### src/rtl/decode38_seq.sv
// decode38_seq: queued 3-to-8 one-hot display sequencer.
// Codes are pushed into a small FIFO and shown one at a time on y.
// Each entry stays on the display for hold+1 enabled cycles.
// An entry with in_any=0 shows as a blank slot: y=0, y_valid=1.
module decode38_seq #(
    parameter int DEPTH = 4,
    parameter int HW    = 4
) (
    input  logic                       clk,
    input  logic                       rst,
    input  logic                       en,
    input  logic                       in_valid,
    input  logic [2:0]                 in_code,
    input  logic                       in_any,
    input  logic [HW-1:0]              hold,
    output logic                       in_ready,
    output logic [7:0]                 y,
    output logic                       y_valid,
    output logic [2:0]                 code_out,
    output logic [$clog2(DEPTH):0]     level
);

    localparam int AW = $clog2(DEPTH);
    localparam int LW = AW + 1;
    localparam logic [LW-1:0] LV_ZERO  = {LW{1'b0}};
    localparam logic [LW-1:0] LV_ONE   = {{(LW-1){1'b0}}, 1'b1};
    localparam logic [LW-1:0] LV_FULL  = LW'(DEPTH);
    localparam logic [AW-1:0] PTR_ONE  = {{(AW-1){1'b0}}, 1'b1};
    localparam logic [HW-1:0] CNT_ZERO = {HW{1'b0}};
    localparam logic [HW-1:0] CNT_ONE  = {{(HW-1){1'b0}}, 1'b1};

    typedef enum logic [0:0] {
        ST_IDLE = 1'b0,
        ST_SHOW = 1'b1
    } state_t;

    // One-hot decode of a stored entry; a blank entry decodes to all zeros.
    function automatic logic [7:0] f_decode(input logic i_any, input logic [2:0] i_code);
        logic [7:0] v_out;
        v_out = 8'h00;
        if (i_any) begin
            case (i_code)
                3'd0:    v_out = 8'h01;
                3'd1:    v_out = 8'h02;
                3'd2:    v_out = 8'h04;
                3'd3:    v_out = 8'h08;
                3'd4:    v_out = 8'h10;
                3'd5:    v_out = 8'h20;
                3'd6:    v_out = 8'h40;
                3'd7:    v_out = 8'h80;
                default: v_out = 8'h00;
            endcase
        end else begin
            v_out = 8'h00;
        end
        return v_out;
    endfunction

    // Queue storage and pointers
    logic [3:0]    r_mem [DEPTH];
    logic [AW-1:0] r_head;
    logic [AW-1:0] r_tail;
    logic [LW-1:0] r_level;

    // Display state
    state_t        r_state;
    logic [HW-1:0] r_cnt;
    logic [7:0]    r_y;
    logic          r_y_valid;
    logic [2:0]    r_code;

    // Next-state wires
    state_t        w_state_nxt;
    logic [HW-1:0] w_cnt_nxt;
    logic [7:0]    w_y_nxt;
    logic          w_y_valid_nxt;
    logic [2:0]    w_code_nxt;
    logic          w_pop;
    logic          w_push;
    logic          w_ready;
    logic          w_has;
    logic [3:0]    w_head;

    assign w_ready  = en & (r_level < LV_FULL) & ~rst;
    assign w_push   = in_valid & w_ready;
    assign w_has    = (r_level != LV_ZERO);
    assign w_head   = r_mem[r_head];

    assign in_ready = w_ready;
    assign y        = r_y;
    assign y_valid  = r_y_valid;
    assign code_out = r_code;
    assign level    = r_level;

    // Display FSM next-state and output logic; pops the head when a new entry is due.
    always_comb begin
        w_state_nxt   = r_state;
        w_cnt_nxt     = r_cnt;
        w_y_nxt       = r_y;
        w_y_valid_nxt = r_y_valid;
        w_code_nxt    = r_code;
        w_pop         = 1'b0;
        case (r_state)
            ST_IDLE: begin
                if (en && w_has) begin
                    w_pop         = 1'b1;
                    w_y_nxt       = f_decode(w_head[3], w_head[2:0]);
                    w_y_valid_nxt = 1'b1;
                    w_code_nxt    = w_head[2:0];
                    w_cnt_nxt     = hold;
                    w_state_nxt   = ST_SHOW;
                end else begin
                    w_y_nxt       = 8'h00;
                    w_y_valid_nxt = 1'b0;
                end
            end
            ST_SHOW: begin
                if (!en) begin
                    w_cnt_nxt = r_cnt;
                end else if (r_cnt != CNT_ZERO) begin
                    w_cnt_nxt = r_cnt - CNT_ONE;
                end else if (w_has) begin
                    // Back-to-back entries: next head is loaded on the same edge.
                    w_pop         = 1'b1;
                    w_y_nxt       = f_decode(w_head[3], w_head[2:0]);
                    w_y_valid_nxt = 1'b1;
                    w_code_nxt    = w_head[2:0];
                    w_cnt_nxt     = hold;
                end else begin
                    w_y_nxt       = 8'h00;
                    w_y_valid_nxt = 1'b0;
                    w_state_nxt   = ST_IDLE;
                end
            end
            default: begin
                w_y_nxt       = 8'h00;
                w_y_valid_nxt = 1'b0;
                w_cnt_nxt     = CNT_ZERO;
                w_state_nxt   = ST_IDLE;
            end
        endcase
    end

    // FSM state, hold counter and registered display outputs.
    always_ff @(posedge clk or posedge rst) begin
        if (rst) begin
            r_state   <= ST_IDLE;
            r_cnt     <= CNT_ZERO;
            r_y       <= 8'h00;
            r_y_valid <= 1'b0;
            r_code    <= 3'd0;
        end else begin
            r_state   <= w_state_nxt;
            r_cnt     <= w_cnt_nxt;
            r_y       <= w_y_nxt;
            r_y_valid <= w_y_valid_nxt;
            r_code    <= w_code_nxt;
        end
    end

    // Queue pointers and occupancy; pointers wrap naturally at the power-of-2 depth.
    always_ff @(posedge clk or posedge rst) begin
        if (rst) begin
            r_head  <= {AW{1'b0}};
            r_tail  <= {AW{1'b0}};
            r_level <= LV_ZERO;
        end else begin
            if (w_push) begin
                r_tail <= r_tail + PTR_ONE;
            end
            if (w_pop) begin
                r_head <= r_head + PTR_ONE;
            end
            case ({w_push, w_pop})
                2'b10:   r_level <= r_level + LV_ONE;
                2'b01:   r_level <= r_level - LV_ONE;
                default: r_level <= r_level;
            endcase
        end
    end

    // Queue data write; contents need no reset since occupancy gates every read.
    always_ff @(posedge clk) begin
        if (w_push) begin
            r_mem[r_tail] <= {in_any, in_code};
        end
    end

endmodule
### config.mk
export PLATFORM = sky130hd
export DESIGN_NAME = decode38_seq
export DESIGN_NICKNAME = d
export VERILOG_FILES = /design/src/rtl/decode38_seq.sv
export SDC_FILE = /design/constraint.sdc
export NUM_CORES = 1
export LEC_CHECK = 0
export ABC_AREA = 1
export BUFFER_PORTS_ARGS = -buffer_cell sky130_fd_sc_hd__buf_2
export CAP_MARGIN = 20
export CORE_ASPECT_RATIO = 0.9
export CORE_MARGIN = 2
export CORE_UTILIZATION = 56
export DETAILED_ROUTE_END_ITERATION = 12
export HOLD_SLACK_MARGIN = 0.06
export PLACE_DENSITY = 0.79
export SLEW_MARGIN = 20
export SYNTH_ARGS = -nofsm -noshare
export SYNTH_HDL_FRONTEND = slang
export SYNTH_SLANG_ARGS = --single-unit
### constraint.sdc
create_clock -name clk -period 2.4 [get_ports clk]
set_input_delay 0 -clock clk [delete_from_list [all_inputs] [get_ports clk]]
set_output_delay 0 -clock clk [all_outputs]
set_load 0.1 [all_outputs]
==> out/results.ini <==
[clocking]
cts_setup_buffers=0
cts.repair.resized=0
numCtsBuffers=5
cts.sinks=40
clk_pin_slew_worst_paths_ns=0.07
clkLatencyLatePin_ns=0.29
cts.path.max_buffers=2
cts_tree=yes
clock_tree.root_cell=clkbuf_8
cts_hold_buf=10
htree_num_levels=2

[detailed_routing]
ant_nets=0
drt-total-wl_mm=3.40
drt-initial-drc-count=70
vias=1370
avgViaCountPerCell=4.81
wl_per_cell_um=11.9
post-route-drc-count=0
first_pass_iters=4

[job]
drv_cap=0

[worst_setup_path]
crit_cells=9
crit_path_cell_trace=inv_1 -> ha_1 -> nand3_2 -> nand2_1 -> nand2_2 -> inv_2 -> ha_4 -> fa_2 -> mux2_2
setup.worst_path.start=r_cnt[1]
crit_required_ns=2.58
path_class=flip-flop to flip-flop
critPathMaxFanout=5
cp-start-kind=flip-flop
worst_r2r_endpoint=level[1]
cp.arrival_ns=2.15
path_buf_inv=2
cpPeakStageDelay_ns=0.42
worstSetupEndpoint=level[1]
crit_path_top_delay_cell=fa_2
endpoint_kind=flip-flop
reg2reg_slack_ns=0.43
reg2reg_depth=9
crit_family=adder cells
rr_startpoint=r_cnt[1]

[placement]
hpwl_mm=2.32
gp_congestion=0.803
io_buffers=27

[synthesis]
synthesis.area_sq_mm=0.00189
yosysSeqAreaShare=0.573
syn-num-nets=219
avgSynthCellArea_sq_um=9.48
yosysUniqueCellTypes=28
synth_cells=199
yosysWarningCount=0
ys_seq_elements=40

[sta]
clock.fmax_mhz=507
finClkSkew_ns=0.00560
maxSlewViolCount=0
hold_viol=0
max_slew_margin=0.674
setup_viol=0
rsz0062_at_grt=no
fin_crit_sh=0.821
tightest_slew_ns=0.492
post-route-min-period_ns=1.97
setup-tns-final_ns=0

[grt]
grt_pass1_wl_mm=5.91
grt_pass1_vias=1335
grt_antenna_before_repair=0
grt_use_total=0.207
overflow=0
grt_start_max_net_pins=25

[finish]
drive_gt1_frac=0.226
n_antenna_cell=0
final_nets=262
syn_to_final_growth_pct=24.8

[floorplan]
die_x_um=65.2
die_area_sq_mm=0.00385
core_area_sq_mm=0.00314
die_h_um=59.1
start_util=0.601
num_io_pins=28
rows=19

[outcome]
status=finished clean

[hold_path]
hold_class=input port to flip-flop

==> placed cells by master (no fill, tap or decap), types with 2 or more instances in the layout <==
master         instances
buf_4                  3
clkbuf_8               5
o21ai_1                6
nor2_2                 2
xnor2_1                3
nand2_2                4
dfrtp_1               23
nor2_1                12
nand3_1               18
bufinv_16              3
edfxtp_1              16
o21ai_0                6
dlygate4sd3_1         10
buf_2                 27
inv_2                  3
inv_1                 16
ha_1                   6
nand2_1               65
a21oi_1                2
==> worst min path at each step <==
stage	from	to	slack (ns)	depth (start not counted)
after floorplan	rst	code_out[0]	0.01	1
after global placement	rst	r_cnt[3]	0.09	3
after CTS	in_valid	r_tail[0]	0.10	3
after global routing	in_valid	r_tail[0]	0.12	3
final	in_valid	r_tail[1]	0.11	3
after detailed placement	rst	level[0]	0.10	3
==> per-layer routing <==
metal,up-vias,GRT usage,part of all wire
met5,-,0,0
met4,0,0.0625,0.0071
met3,4,0.0741,0.035
met2,30,0.354,0.50
met1,610,0.247,0.46
li1,726,-,-
==> flip-flops by register name, summed over array words and instances, names as in the netlist <==
register	count
r_head	2
r_tail	2
level	3
r_mem	16
y	8
r_state	1
code_out	3
y_valid	1
r_cnt	4
==> area by class of cell <==
cell class	count	area [sq um]
Inverter	21	81.3
Tap cell	42	52.6
Multi-Input combinational cell	134	719
Sequential cell	40	1080
Clock inverter	3	90.1
Timing Repair Buffer	40	258
Fill cell	229	783
Clock buffer	5	68.8
==> synthesized netlist by cell type, drive strengths merged <==
cell	number	area, sq um
nand3	19	100
buf	4	28.8
xor2	1	8.76
o211ai	1	7.51
a21oi	2	10.0
nor3	1	10.0
dfrtp	24	601
edfxtp	16	480
mux2	1	11.3
nand2	69	267
o21ai	13	76.3
nor2	14	57.6
inv	20	77.6
nand4	1	6.26
nand3b	1	7.51
clkinv	1	3.75
xnor2	3	26.3
fa	1	20.0
ha	7	87.6
==> cell families (layout without fill, tap and decap cells) <==
logic type,after synthesis,count (layout),synth area share
xor gates and xnor gates,4,4,0.0186
muxes,1,1,0.00597
AOI/OAI and AO/OA,16,16,0.0497
and+or+nand+nor,105,105,0.237
buffers and inverters,25,69,0.0584
adders and majority gates,8,8,0.0570
DFF,40,40,0.573
==> worst reg2reg max path: stages (launching register included) <==
cell	delay (ns)
dfrtp_1	0.38
inv_1	0.14
ha_1	0.19
nand3_2	0.08
nand2_1	0.10
nand2_2	0.07
inv_2	0.08
ha_4	0.15
fa_2	0.42
mux2_2	0.26
==> metrics by stage <==
stage / area [sq um] / hold WS, ns / instances / worst slack (ns) / utilization
floorplan: 1910 / 0.0146 / 199 / -0.385 / -
detailed placement: 2100 / 0.104 / 267 / 0.468 / 0.668
finish: 2350 / 0.112 / 285 / 0.429 / 0.750
CTS: 2350 / 0.102 / 285 / 0.445 / 0.750
global placement: 2100 / 0.0945 / 267 / 0.516 / 0.668
global route: 2350 / 0.121 / 285 / 0.337 / 0.750
Power is left out: the tool's default activity adds up to more than one toggle a clock period on the data nets, which glitch-free logic cannot reach.
